--- config.mk ---
export PLATFORM = sky130hd
export DESIGN_NAME = fifo
export DESIGN_NICKNAME = d
export VERILOG_FILES = /design/src/rtl/fifo.sv
export SDC_FILE = /design/constraint.sdc
export NUM_CORES = 1
export LEC_CHECK = 0
export BUFFER_PORTS_ARGS = -buffer_cell sky130_fd_sc_hd__buf_2
export CAP_MARGIN = 20
export CORE_UTILIZATION = 52
export CTS_BUF_LIST = sky130_fd_sc_hd__clkbuf_8
export CTS_CLUSTER_DIAMETER = 30
export CTS_CLUSTER_SIZE = 24
export DETAILED_ROUTE_END_ITERATION = 10
export GPL_TIMING_DRIVEN = 0
export PLACE_DENSITY_LB_ADDON = 0.25
export REMOVE_ABC_BUFFERS = 1
export SETUP_SLACK_MARGIN = 0.4
export SYNTH_ARGS = -nofsm -noshare
export SYNTH_HDL_FRONTEND = slang
export SYNTH_SLANG_ARGS = --single-unit
--- constraint.sdc ---
create_clock -name clk -period 2.51 [get_ports clk]
set_input_delay 0.3765 -clock clk [delete_from_list [all_inputs] [get_ports clk]]
set_output_delay 0.3765 -clock clk [all_outputs]
set_load 0.02 [all_outputs]
--- src/rtl/fifo.sv ---
// Synchronous single-clock FIFO with registered read data.
// Async active-low reset clears pointers, count and rd_data.
module fifo #(
  parameter int DATA_WIDTH = 8,
  parameter int DEPTH      = 8
) (
  input  logic                  clk,
  input  logic                  reset,
  input  logic                  wr_en,
  input  logic [DATA_WIDTH-1:0] wr_data,
  output logic                  wr_ready,
  input  logic                  rd_en,
  output logic [DATA_WIDTH-1:0] rd_data,
  output logic                  rd_val
);

  localparam int AW = (DEPTH > 1) ? $clog2(DEPTH) : 1;
  localparam int CW = AW + 1;
  localparam logic [CW-1:0] FULL = CW'(DEPTH);

  logic [DATA_WIDTH-1:0] mem_q [DEPTH];

  logic [AW-1:0]         wr_ptr_q, wr_ptr_d;
  logic [AW-1:0]         rd_ptr_q, rd_ptr_d;
  logic [CW-1:0]         count_q, count_d;
  logic [DATA_WIDTH-1:0] rd_data_q, rd_data_d;

  logic we;
  logic re;

  assign wr_ready = (count_q != FULL);
  assign rd_val   = (count_q != '0);

  assign we = wr_en & wr_ready;
  assign re = rd_en & rd_val;

  assign rd_data = rd_data_q;

  // Next-state for pointers, occupancy and the read data register.
  always_comb begin
    wr_ptr_d  = wr_ptr_q;
    rd_ptr_d  = rd_ptr_q;
    count_d   = count_q;
    rd_data_d = rd_data_q;
    if (we) begin
      wr_ptr_d = wr_ptr_q + AW'(1);
    end
    if (re) begin
      rd_ptr_d  = rd_ptr_q + AW'(1);
      rd_data_d = mem_q[rd_ptr_q];
    end
    unique case ({we, re})
      2'b10:   count_d = count_q + CW'(1);
      2'b01:   count_d = count_q - CW'(1);
      default: count_d = count_q;
    endcase
  end

  // Control state; reset discards contents by clearing pointers.
  always_ff @(posedge clk or negedge reset) begin
    if (!reset) begin
      wr_ptr_q  <= '0;
      rd_ptr_q  <= '0;
      count_q   <= '0;
      rd_data_q <= '0;
    end else begin
      wr_ptr_q  <= wr_ptr_d;
      rd_ptr_q  <= rd_ptr_d;
      count_q   <= count_d;
      rd_data_q <= rd_data_d;
    end
  end

  // Storage array; left unreset since stale words are unreachable.
  always_ff @(posedge clk) begin
    if (we) begin
      mem_q[wr_ptr_q] <= wr_data;
    end
  end

endmodule

# After elaboration in Yosys (flattened, before gate mapping)
# Memory sizes are Yosys's and may differ from the RTL's. A register that Yosys moved wholly into a read port is not among the register bits.
# Cells that the tools add are included.
dict set report word_totals {
  register_bits 10
  mem_bits_rw 64
  in_bits 12
  out_inout_bits 10
  word_cells 19
  memories 1
}
# name words word_bits rd rd_ports_with_merged_regs write_ports line
set mem_list {}
lappend mem_list {mem_q 8 8 1 1 1 21} ;# logic [DATA_WIDTH-1:0] mem_q [DEPTH];
dict set report classes {
  n_addsub 4
  eq_ne 3
  muxes 3
  bitwise 2
  reduce_logical 3
}
# cell n
set op_table {}
lappend op_table {{$pmux W4 S2} 1}
lappend op_table {{$add A3 B1 Y3 const B} 2}
lappend op_table {{$add A4 B1 Y4 const B} 1}
lappend op_table {{$ne A4 B4 Y1 const B} 1}
lappend op_table {{$reduce_bool A4 Y1} 1}
lappend op_table {{$sub A4 B1 Y4 const B} 1}
lappend op_table {{$and A1 B1 Y1} 2}
lappend op_table {{$eq A2 B1 Y1 const B} 1}
lappend op_table {{$eq A2 B2 Y1 const B} 1}
lappend op_table {{$mux W1} 2}
lappend op_table {{$reduce_bool A2 Y1} 1}
lappend op_table {{$logic_not A1 Y1} 1}

# Depth between registers and ports, before layout
dict set report logic_depth {
  word_depth 4
  depth_mapped 9
  depth_no_buf 9
}

# Least setup slack after synthesis
# Ideal clock, no wire load.
dict set report synth_timing {
  kind {register to register}
  start {register count_q[0]}
  end {register count_q[3]}
  setup_ps 116
  arrival_ps 2277
  required_time_ps 2394
  path_slack_ps 117
  path_stages_with_launch 9
  n_path_buf 0
  period_less_slack_ps 2393
  path_cell_list {dfrtp_1 or4_4 nand2_4 inv_2 ha_1 ha_1 a21oi_1 o21ai_0 o311ai_0}
}
dict set report synth_via {
  elab_chain_len 4
  elab_cells_between_ends 10
  cone_classes {add/sub: 2; eq/ne: 3; mux: 1; bitwise: 2; reduce/logical: 2}
}
# item line
set synth_lines {}
lappend synth_lines {{from (decl)} 25} ;# logic [CW-1:0] count_q, count_d;
lappend synth_lines {{from (signal assigned)} 69} ;# count_q <= count_d;
lappend synth_lines {{$reduce_bool A4 Y1 *} 32} ;# assign rd_val = (count_q != '0);
lappend synth_lines {{via rd_val} 14} ;# output logic rd_val
lappend synth_lines {{$and A1 B1 Y1 *} 35} ;# assign re = rd_en & rd_val;
lappend synth_lines {{via re} 29} ;# logic re;
lappend synth_lines {{$eq A2 B1 Y1 / $eq A2 B2 Y1 (equally long branches)} 52} ;# unique case ({we, re})
lappend synth_lines {{$pmux W4 S2 / $reduce_bool A2 Y1 (equally long branches)} -}
# The timed path passes the listed nets; every way through them passes the cells marked *.
# A chain may end at the register's enable or synchronous reset.

# Worst setup path in the final report
dict set report layout_timing {
  start {register count_q[1]}
  end {register count_q[3]}
}
dict set report layout_via {
  elab_chain_len 4
  elab_cells_between_ends 10
  cone_classes {add/sub: 2; eq/ne: 3; mux: 1; bitwise: 2; reduce/logical: 2}
}
# item line
set layout_lines {}
lappend layout_lines {{$reduce_bool A4 Y1 *} 32}
lappend layout_lines {{$and A1 B1 Y1 *} 35}
lappend layout_lines {{via re} 29}
lappend layout_lines {{$eq A2 B1 Y1 / $eq A2 B2 Y1 (equally long branches)} 52}
lappend layout_lines {{$pmux W4 S2 / $reduce_bool A2 Y1 (equally long branches)} -}
# Marked as above.

==> impl_metrics.json <==
{
  "outcome": "complete, no violations",
  "port_buffers": 21,
  "path_common_cell": "ha_4",
  "avgSynthCellArea_um2": 15.9,
  "layout_min_cycle_time_ps": 2200,
  "crit_chain": "or4_4 -> nand2_8 -> inv_8 -> ha_4 -> ha_4 -> inv_4 -> nor4_2 -> nand4b_1 -> o311ai_1",
  "route.met3.wl_um": 215,
  "critical_path_buf_inv_count": 2,
  "path_clk_slew_ps": 80,
  "muxShareOfSynthArea_pct": 11.2,
  "setup_viol": 0,
  "fillCellCount": 459,
  "numCtsBuffers": 9,
  "fin_crit_sh_pct": 87.6,
  "overflow": 0,
  "critPathArrivalTime_ps": 2420,
  "synth_area_um2": 3370,
  "root_buffer": "clkbuf_8",
  "crit_family": "simple AND/OR/NAND/NOR gates",
  "hpwl_mm": 3.74,
  "maxCapViolations": 0,
  "rr_worst_depth": 9,
  "drtIter0Drc": 139,
  "syn-instance-count": 212,
  "boundaryPins": 22,
  "max_slew_margin_pct": 37.6,
  "p_leak_nw": 1.44,
  "fp.dieW_um": 82.5,
  "endpoint_kind": "flip-flop",
  "dr.pass1.iters": 4,
  "max_stage_delay_ps": 590,
  "core-area_um2": 6100,
  "wirelength_mm": 6.40,
  "ys_ff_latch": 82,
  "min_from": "wr_data[4]",
  "start_util_pct": 55.2,
  "r2r_start": "count_q[1]",
  "met2_length_mm": 3.35,
  "die_y_um": 82.5,
  "holdPathEnd": "mem_q[6][4]",
  "synth_top_family_by_area": "multiplexers",
  "synth_xor_area_share_pct": 1.30,
  "ys_seq_area_share_pct": 70.5,
  "tns_ps": 0,
  "seqCellArea_um2": 2370,
  "grt_pass1_vias": 1902,
  "layout-drive-gt1-share_pct": 32.4,
  "highest_layer": "met4",
  "grt_max_degree": 35,
  "critical_path.max_fanout": 4,
  "clk_latency_ps": 350,
  "wl_per_cell_um": 19.5,
  "via_count": 1851,
  "reg2reg_to": "count_q[3]",
  "fp-row-count": 28,
  "drc": 0,
  "ant_nets": 0,
  "grt_pass1_wl_mm": 9.80,
  "antenna_found_initial": 0,
  "rrSetupSlack_ps": 310,
  "cts_max_path_buffers": 2,
  "cts.sinks": 82,
  "hold_path.class": "in2reg",
  "vdd_drop_max_v": 0.000686,
  "final_core_util_pct": 63.7,
  "p_per_area_nw_per_um2": 1160,
  "cp_slowest_cell": "or4_4",
  "fmax_ghz": 0.455,
  "yosys.area_share.simple_pct": 6.35,
  "synth-compound-area-share_pct": 5.91,
  "nNetsFinal": 266,
  "crit_type": "reg2reg",
  "worst_pin_slew_ps": 932,
  "grtUsageTotal_pct": 21.6,
  "worstPathRequired_ps": 2740,
  "multi_input_area_um2": 996,
  "dieArea_um2": 6800,
  "rsz0062_at_grt": "true",
  "area_growth_pct": 15.3,
  "yosysUniqueCellTypes": 35,
  "hold-worst-slack_ps": 294,
  "start_kind": "flip-flop",
  "fin_skew_ps": 12.8,
  "via_per_inst": 5.64,
  "cts_tree": "yes",
  "ctsHtreeMaxLevel": 3,
  "whs_path_depth": 1,
  "hold_violations": 0,
  "wl_met1_mm": 2.77,
  "mostFrequentLayoutCell": "edfxtp_1",
  "slew_viol_final": 0,
  "synthAdderAreaFrac_pct": 2.45,
  "layout_common_cells": "edfxtp_1 (64), buf_2 (21), mux2i_1 (17), mux2_2 (17), dfrtp_1 (16)",
  "yosysWarnings": 0,
  "routabilityCongestion": 0.774,
  "diodes": 0
}
[metrics by stage]
step	instance area [um^2]	total power, mW	setup slack [ps]	cells
2_1_floorplan	3310	3.01	53.3	204
6_report	3880	4.51	311	328
3_5_place_dp	3530	3.43	-214	302
5_1_grt	3880	4.78	226	328
3_3_place_gp	3510	3.38	-115	300
4_1_cts	3820	4.45	274	324
[cell usage after synthesis, drive strengths merged]
cell / count / area share, %
nand3: 2 / 0.30
or4: 1 / 0.33
o21ai: 11 / 1.6
mux2: 18 / 6.1
a221o: 8 / 2.4
mux2i: 17 / 5.1
or4b: 1 / 0.41
nand2b: 4 / 0.74
a21oi: 1 / 0.15
o311ai: 1 / 0.26
nor2b: 1 / 0.19
or2: 1 / 0.19
edfxtp: 64 / 57
nor3b: 1 / 0.22
inv: 6 / 0.67
nor2: 7 / 0.78
fa: 1 / 0.59
xnor2: 4 / 1.0
buf: 7 / 1.6
dfrtp: 18 / 13
nor3: 3 / 0.45
or3: 1 / 0.19
ha: 5 / 1.9
nand2: 17 / 2.1
o22ai: 8 / 1.5
xor2: 1 / 0.26
nand4b: 1 / 0.26
clkbuf: 1 / 0.11
nor4: 1 / 0.19
[power by group]
group          internal, mW  switching, mW  total, mW  leakage, nW
clock                 0.474          0.460      0.934        0.106
sequential             1.78          0.282       2.06        0.793
combinational         0.731          0.785       1.52        0.541
[final cells by class]
| class | count | share of cell area [%] |
|---|---|---|
| repair buffers | 33 | 5.09 |
| flip-flops and latches | 82 | 61.1 |
| clock inverters | 6 | 1.32 |
| inverters | 6 | 0.838 |
| multi-input cells | 116 | 25.6 |
| well taps | 75 | 2.42 |
| clock buffers | 10 | 3.54 |
[sequential cells by signal, indices dropped and copies added, names as in the netlist]
signal    count
rd_data       8
wr_ptr_q      3
mem_q        64
count_q       4
rd_ptr_q      3
[worst reg2reg max path: cells and delay by family, from the launching register on]
| kind | cells | cell delay [ps] |
|---|---|---|
| and+or+nand+nor | 4 | 1050 |
| AOI/OAI and AO/OA | 1 | 100 |
| DFF | 1 | 400 |
| buffers and inverters | 2 | 70 |
| adders and majority gates | 2 | 460 |
[worst max path at each step]
stage                from         end  cells after the start
5_1_grt        count_q[1]  count_q[3]                      9
3_3_place_gp   count_q[0]  count_q[3]                      8
4_1_cts        count_q[0]  count_q[3]                      8
3_5_place_dp   count_q[0]  count_q[3]                      8
2_1_floorplan  count_q[0]  count_q[3]                      8
6_report       count_q[1]  count_q[3]                      9
[what timing repair did]
action | 4_1_cts | 5_1_grt
resized for setup | 14 | 10
hold endpoints to repair | 18 | 0
hold buffers | 1 | 0
setup endpoints to repair | 32 | 2
buffers inserted | 5 | 4
pin swaps | 5 | 8
[logic make-up after synthesis]
family / Yosys count
compound gates: 29
xor+xnor: 5
fa+ha+maj: 6
buf+inv: 14
flops: 82
mux: 35
simple gates: 41
[layer usage]
metal / vias up / global-route usage, %
li1: 883 / -
met1: 922 / 27.9
met2: 37 / 35.1
met3: 9 / 4.62
met4: 0 / 9.82
met5: - / 0
(Power assumes the default switching activity.)
